File: src/rtl/multi_debounce_toggle.sv
// multi_debounce_toggle: per-channel synchroniser, debounce filter, edge pulses, toggle and long-press detector
module multi_debounce_toggle #(
  parameter int NUM_CH            = 4,
  parameter int DEBOUNCE_LIMIT    = 250000,
  parameter int HOLD_LIMIT        = 12500000,
  parameter int TOGGLE_ON_RELEASE = 1
) (
  input  logic              i_Clk,
  input  logic              i_Reset,
  input  logic [NUM_CH-1:0] i_Bouncy,
  output logic [NUM_CH-1:0] o_Debounced,
  output logic [NUM_CH-1:0] o_Rise,
  output logic [NUM_CH-1:0] o_Fall,
  output logic [NUM_CH-1:0] o_Toggle,
  output logic [NUM_CH-1:0] o_Held
);
  localparam int DW = DEBOUNCE_LIMIT > 1 ? $clog2(DEBOUNCE_LIMIT) : 1;
  localparam int HW = HOLD_LIMIT > 0 ? $clog2(HOLD_LIMIT + 1) : 1;
  localparam logic [DW-1:0] D_LAST = DW'(DEBOUNCE_LIMIT - 1);
  localparam logic [HW-1:0] H_MAX = HW'(HOLD_LIMIT);
  localparam logic [HW-1:0] H_LAST = HW'(HOLD_LIMIT - 1);
  localparam bit HOLD_EN = HOLD_LIMIT != 0;
  localparam bit ON_FALL = TOGGLE_ON_RELEASE != 0;
  for (genvar k = 0; k < NUM_CH; k++) begin : g_ch
    logic s1_q;
    logic s2_q;
    logic deb_q;
    logic deb_d;
    logic rise_q;
    logic rise_d;
    logic fall_q;
    logic fall_d;
    logic tog_q;
    logic tog_d;
    logic held_q;
    logic held_d;
    logic done;
    logic [DW-1:0] dcnt_q;
    logic [DW-1:0] dcnt_d;
    logic [HW-1:0] hcnt_q;
    logic [HW-1:0] hcnt_d;
    // commit a new level after DEBOUNCE_LIMIT disagreeing samples; hold counter saturates so it fires once per press
    always_comb begin
      done = s2_q != deb_q && dcnt_q == D_LAST;
      dcnt_d = (s2_q == deb_q || done) ? '0 : dcnt_q + 1'b1;
      deb_d = done ? s2_q : deb_q;
      rise_d = done && s2_q;
      fall_d = done && !s2_q;
      tog_d = tog_q ^ (ON_FALL ? fall_q : rise_q);
      hcnt_d = !deb_q ? '0 : (hcnt_q == H_MAX ? hcnt_q : hcnt_q + 1'b1);
      held_d = HOLD_EN && deb_q && hcnt_q == H_LAST;
    end
    // channel state; reset discards any partial debounce or hold count
    always_ff @(posedge i_Clk) begin
      if (i_Reset) begin
        s1_q <= 1'b0;
        s2_q <= 1'b0;
        deb_q <= 1'b0;
        rise_q <= 1'b0;
        fall_q <= 1'b0;
        tog_q <= 1'b0;
        held_q <= 1'b0;
        dcnt_q <= '0;
        hcnt_q <= '0;
      end else begin
        s1_q <= i_Bouncy[k];
        s2_q <= s1_q;
        deb_q <= deb_d;
        rise_q <= rise_d;
        fall_q <= fall_d;
        tog_q <= tog_d;
        held_q <= held_d;
        dcnt_q <= dcnt_d;
        hcnt_q <= hcnt_d;
      end
    end
    assign o_Debounced[k] = deb_q;
    assign o_Rise[k] = rise_q;
    assign o_Fall[k] = fall_q;
    assign o_Toggle[k] = tog_q;
    assign o_Held[k] = held_q;
  end
endmodule

File: config.mk
export PLATFORM = sky130hd
export DESIGN_NAME = multi_debounce_toggle
export DESIGN_NICKNAME = d
export VERILOG_FILES = /design/src/rtl/multi_debounce_toggle.sv
export SDC_FILE = /design/constraint.sdc
export NUM_CORES = 1
export LEC_CHECK = 0
export BUFFER_PORTS_ARGS = -buffer_cell sky130_fd_sc_hd__buf_4
export CORE_MARGIN = 1
export CORE_UTILIZATION = 40
export CTS_BUF_LIST = sky130_fd_sc_hd__clkbuf_4
export DETAILED_ROUTE_END_ITERATION = 8
export GPL_ROUTABILITY_DRIVEN = 0
export GPL_TIMING_DRIVEN = 0
export PLACE_DENSITY_LB_ADDON = 0.08
export SYNTH_ARGS = -nofsm -noshare
export SYNTH_HDL_FRONTEND = slang
export SYNTH_SLANG_ARGS = --single-unit
File: constraint.sdc
create_clock -name i_Clk -period 6.39 [get_ports i_Clk]
set_clock_uncertainty 0.1 [all_clocks]
set_input_delay 0.9585 -clock i_Clk [delete_from_list [all_inputs] [get_ports i_Clk]]
set_output_delay 0.9585 -clock i_Clk [all_outputs]
set_load 0.02 [all_outputs]
# Yosys cells after proc, flatten, opt, wreduce, memory -nomap -nowiden
# Index checks and enable logic that the tools add are counted.
# op_classes
n_addsub,8
eq_ne,20
bitwise,8
n_reduce_logical,32
# op_table
operator,count
equality test 24 bit (second input constant),8
adder 24 x 1 -> 24 bit (second input constant),4
adder 18 x 1 -> 18 bit (second input constant),4
equality test 18 bit (second input constant),4
logical AND 1 bit,16
OR reduction 2 bit,8
equality test 1 bit,4
logical NOT 1 bit,4
logical OR 1 bit,4
!= test 1 bit,4
NOT 1 bit,4
XOR 1 bit,4
# totals
regBits,196
inputBits,6
output_inout_bits,20
word_cells,104

# Longest topological paths before layout
# depth
word_depth,4
depth_mapped,6
mapped_depth_nobuf,6

# Worst setup path after synthesis
# No wires, ideal clock.
# synth_path
kind,input-to-reg
from,in i_Reset
to,reg g_ch[2].held_q
setup_time_ns,0.078
t_arrival_ns,1.970
required_time_ns,6.212
setup_slack_ns,4.242
path_stages,4
path_buffers,1
cell_sequence,nand2b_1 > clkbuf_1 > or4b_2 > nor3_1
# synth_rtl
element,line,text
start: declaration,9,"input logic i_Reset,"
end signal: assignment,72,held_q <= held_d;
end: declaration,35,logic held_q;

# Worst setup path in the final report
# layout_path
from,reg g_ch[3].dcnt_q[0]
to,reg g_ch[3].dcnt_q[8]
# layout_between
elab_chain_len,4
elab_cells_between_ends,5
classes_between,add/sub (1); eq/ne (1); reduce/logical (3)
# layout_rtl
element,line,text
start: declaration,38,logic [DW-1:0] dcnt_q;
start signal: assignment,73,dcnt_q <= dcnt_d;
"parallel branches: the longest is 4 deep, another holds adder 18 x 1 -> 18 bit",n/a,
# Parallel ways; which one is timed is not known.
# A chain may end at the register's enable or synchronous reset.

==> results by stage <==
Outcome:
- The flow ran to the end, but the final reports show violations.
- The final reports fail on DRC.

Clocking:
- The post-cts sizing count is 0.
- The insertion delay to the later sink of the worst-skew pair is 0.57 ns.
- The H-tree generated during clock tree synthesis spans 4 levels.
- The buffers inserted during post-CTS setup optimization is 0.
- The cell at the root of the clock tree is clkbuf_4.
- Clock tree synthesis found a total of 196 sinks.
- The clock-pin slew reported for the worst setup and hold paths after clock tree synthesis is 0.16 ns.
- Buffers inserted during clock tree synthesis total 17.
- The number of hold-repair buffers added at the cts stage is 0.
- TritonCTS built the clock tree.
- In this run the deepest clock path goes through 2 buffers.

Synthesis:
- Of the synthesized area, sequential elements account for 43.5%.
- The post-synthesis net count is 1069.
- The synthesized design devotes to its leading area cell type 43.5% of total area.
- Yosys mapped a number of flops with a built-in enable equal to 0.
- After synthesis the cells add up to 9020 sq um.
- Counting every instance in the synthesized netlist gives 1051.
- A synthesized cell averages 8.58 sq um.
- The library cell occupying the most area in the post-synthesis netlist is dfxtp_1.
- Ranked by total cell area, the synthesized netlist is headed by dfxtp_1 (44%), xnor2_1 (5.8%), nor2_1 (4.7%), nand3_1 (3.8%), a21oi_1 (3.5%).
- Synthesis instantiated 51 different standard cells from the library.
- During synthesis, Yosys emitted a total of 0 warnings.
- In the synthesized netlist the async set-or-reset flop fraction comes to 0%.
- The most frequently used flop master after synthesis is dfxtp_1.
- Synthesis inferred 196 register bits.

Route:
- The post-detailed-route count of antenna-violating nets is 0.
- The number of remaining DRC errors is 5.
- The detail-routed net length per standard cell is 13.5 microns.
- The number of detailed-route iterations in the first pass is 7.
- Using the TritonRoute via totals, the vias-per-cell ratio works out to 5.35.
- After the first detailed-routing iteration, the DRC count stood at 384.
- The final layout contains routed wiring with a total length of 18.8 mm.
- The total via count after detailed routing is 7420.

Die:
- The I/O pin count is 26.
- Once the floorplan was initialized, standard cells occupied 41.1% of the core.
- The die is 152 microns tall.
- The core outline area is 22000 sq um.
- The floorplan has 54 rows.
- The die outline area is 23100 sq um.
- From left edge to right edge, the die measures 152 microns.

STA:
- Setup repair after global routing left no endpoint under its margin.
- Setup violations remaining at the end of the flow were counted as 0.
- After layout, the minimum clock period comes to 2.54 ns.
- The number of failing hold endpoints at the final stage is 0.
- Dividing the final minimum period by the clock period gives 39.8%.
- The final number of max-transition violations was 0.
- The worst slew margin relative to its limit is 36.4%.
- The slew at the pin closest to its max-slew limit is 0.941 ns.
- The final-layout setup total negative slack is 0 ns.
- The fmax is 0.393 GHz.

Place:
- Detailed placement finished with a half-perimeter wire length of 13.2 mm.
- The placed instances occupy a cell area of 9550 sq um.
- The port buffer count is 25.

Power:
- The fraction of power consumed by sequential logic is 66.5%.
- Of the total power, combinational logic draws 0.8%.
- Across the VDD grid, the largest voltage drop is 0.0879 mV.
- For this design the total switching power over the nets is 0.453 mW.
- The clock network power share is 32.7%.
- The overall power of the completed layout is 1.85 mW.
- Net switching is 24.5% of the power.
- The power per standard cell area is 189 nW/um^2.
- Summed over all cells, the static leakage comes to 2.86 nW.
- The internal power of the cells totals 1.40 mW.

Critical path:
- The kind of start point of the critical path is a flop.
- The path type of the worst setup path is reg -> reg.
- The maximum fanout along the worst path is 10.
- The endpoint arrival time on the critical path is 2.89 ns.
- The register-to-register setup slack is 3.85 ns.
- The critical path endpoint category is a flop.
- The critical path data required time is 6.73 ns.

Final layout:
- The net count of the finished layout is 1113.
- The layout has 2250 filler cells.
- The commonest non-fill, non-tap cell in the layout is dfxtp_1.
- The finished layout cell area is 9790 sq um.
- In the layout the commonest cells are dfxtp_1 (196), nor2_1 (112), nand3_1 (68).
- Cells with a size suffix above 1 make up 8.04% of the layout.
- The utilization after layout is 44.6%.
- From synthesis to final layout, the design area changed by 8.59%.

GRT:
- The number of global-route vias before repair is 6741.
- The total global routing overflow is 0.
- The first-pass GRT wire length is 32.5 mm.
- The initial antenna violation count is 1.
- The maximum number of pins on one net before global-route repair is 18.
- The global routing usage summed across all routing layers is 16.7%.

Flow run:
- Max-cap violations in this run came to 0.

Worst hold path:
- The class of the worst hold path is reg -> reg.
==> power groups by stage <==
stage	sequential [mW]	clock [mW]	combinational [mW]
finish	1.23	0.604	0.0157
global route	1.23	0.693	0.0175
CTS	1.23	0.637	0.0162
detailed placement	1.25	0	0.0161
global placement	1.25	0	0.0162
floorplan	1.25	0	0.00879
==> synth_stat cells, drive strengths merged (23+ instances only) <==
| library cell | n |
|---|---|
| nor2 | 112 |
| dfxtp | 196 |
| nand4 | 44 |
| a21oi | 63 |
| xor2 | 33 |
| inv | 33 |
| o31ai | 25 |
| nor4 | 30 |
| buf | 23 |
| o21ai | 35 |
| nor3 | 33 |
| xnor2 | 60 |
| or4 | 32 |
| or3 | 30 |
| nand3 | 69 |
| clkbuf | 33 |
| nand2 | 65 |
==> kinds of logic after synthesis <==
group | count (synthesis) | synth area share, %
flip-flops | 196 | 43.5
XOR/XNOR | 93 | 9.03
buffers and inverters | 89 | 4.65
adder cells (fa/ha/maj) | 12 | 1.67
multiplexers | 6 | 0.694
AND/OR/NAND/NOR | 510 | 31.0
AO/OA/AOI/OAI | 145 | 9.48
==> metal layers <==
metal	wire length [microns]	track usage, %
met1	9650	23.2
met2	8370	26.6
met3	550	3.24
met4	189	4.28
met5	0	0
==> final cells by class <==
cell class                      instances  area, sq um  share of cell area [%]
Sequential cell                       196         3920                    40.1
Buffer                                 56          295                    3.02
Inverter                               33          124                    1.27
Tap cell                              280          350                    3.58
Clock inverter                         13         98.8                    1.01
Antenna cell                            1         2.50                  0.0256
Timing Repair Buffer                   25          188                    1.92
Multi-Input combinational cell        766         4670                    47.7
Clock buffer                           18          135                    1.38
==> sequential cells by signal, indices dropped and copies added (netlist names) <==
name         cells
g_ch.hcnt_q     96
g_ch.dcnt_q     72
g_ch.deb_q       4
g_ch.fall_q      4
g_ch.held_q      4
g_ch.rise_q      4
g_ch.s1_q        4
g_ch.s2_q        4
g_ch.tog_q       4
==> worst paths after layout <==
check,start,endpoint,depth (start not counted)
worst max register to register,g_ch[3].dcnt_q[0],g_ch[3].dcnt_q[8],6
worst max-delay path,g_ch[3].dcnt_q[0],g_ch[3].dcnt_q[8],6
worst min register to register,g_ch[3].s1_q,g_ch[3].s2_q,1
worst min-delay path,g_ch[3].s1_q,g_ch[3].s2_q,1
==> stage by stage <==
stage,hold slack (ns),instances,worst slack (ns)
after floorplan,0.314,1051,4.24
after global placement,0.321,1356,3.55
after detailed placement,0.335,1356,3.54
after CTS,0.364,1387,3.80
after global routing,0.371,1388,3.61
final,0.355,1388,3.85
==> critical path: stages, from the launching register on <==
cell and delay [ns]:
dfxtp_1 0.41, ha_1 0.22, nand3_1 0.24, or3_1 0.43, o21ai_1 0.50, clkbuf_1 0.45
nor2_1 0.09
(Power assumes the default switching activity.)
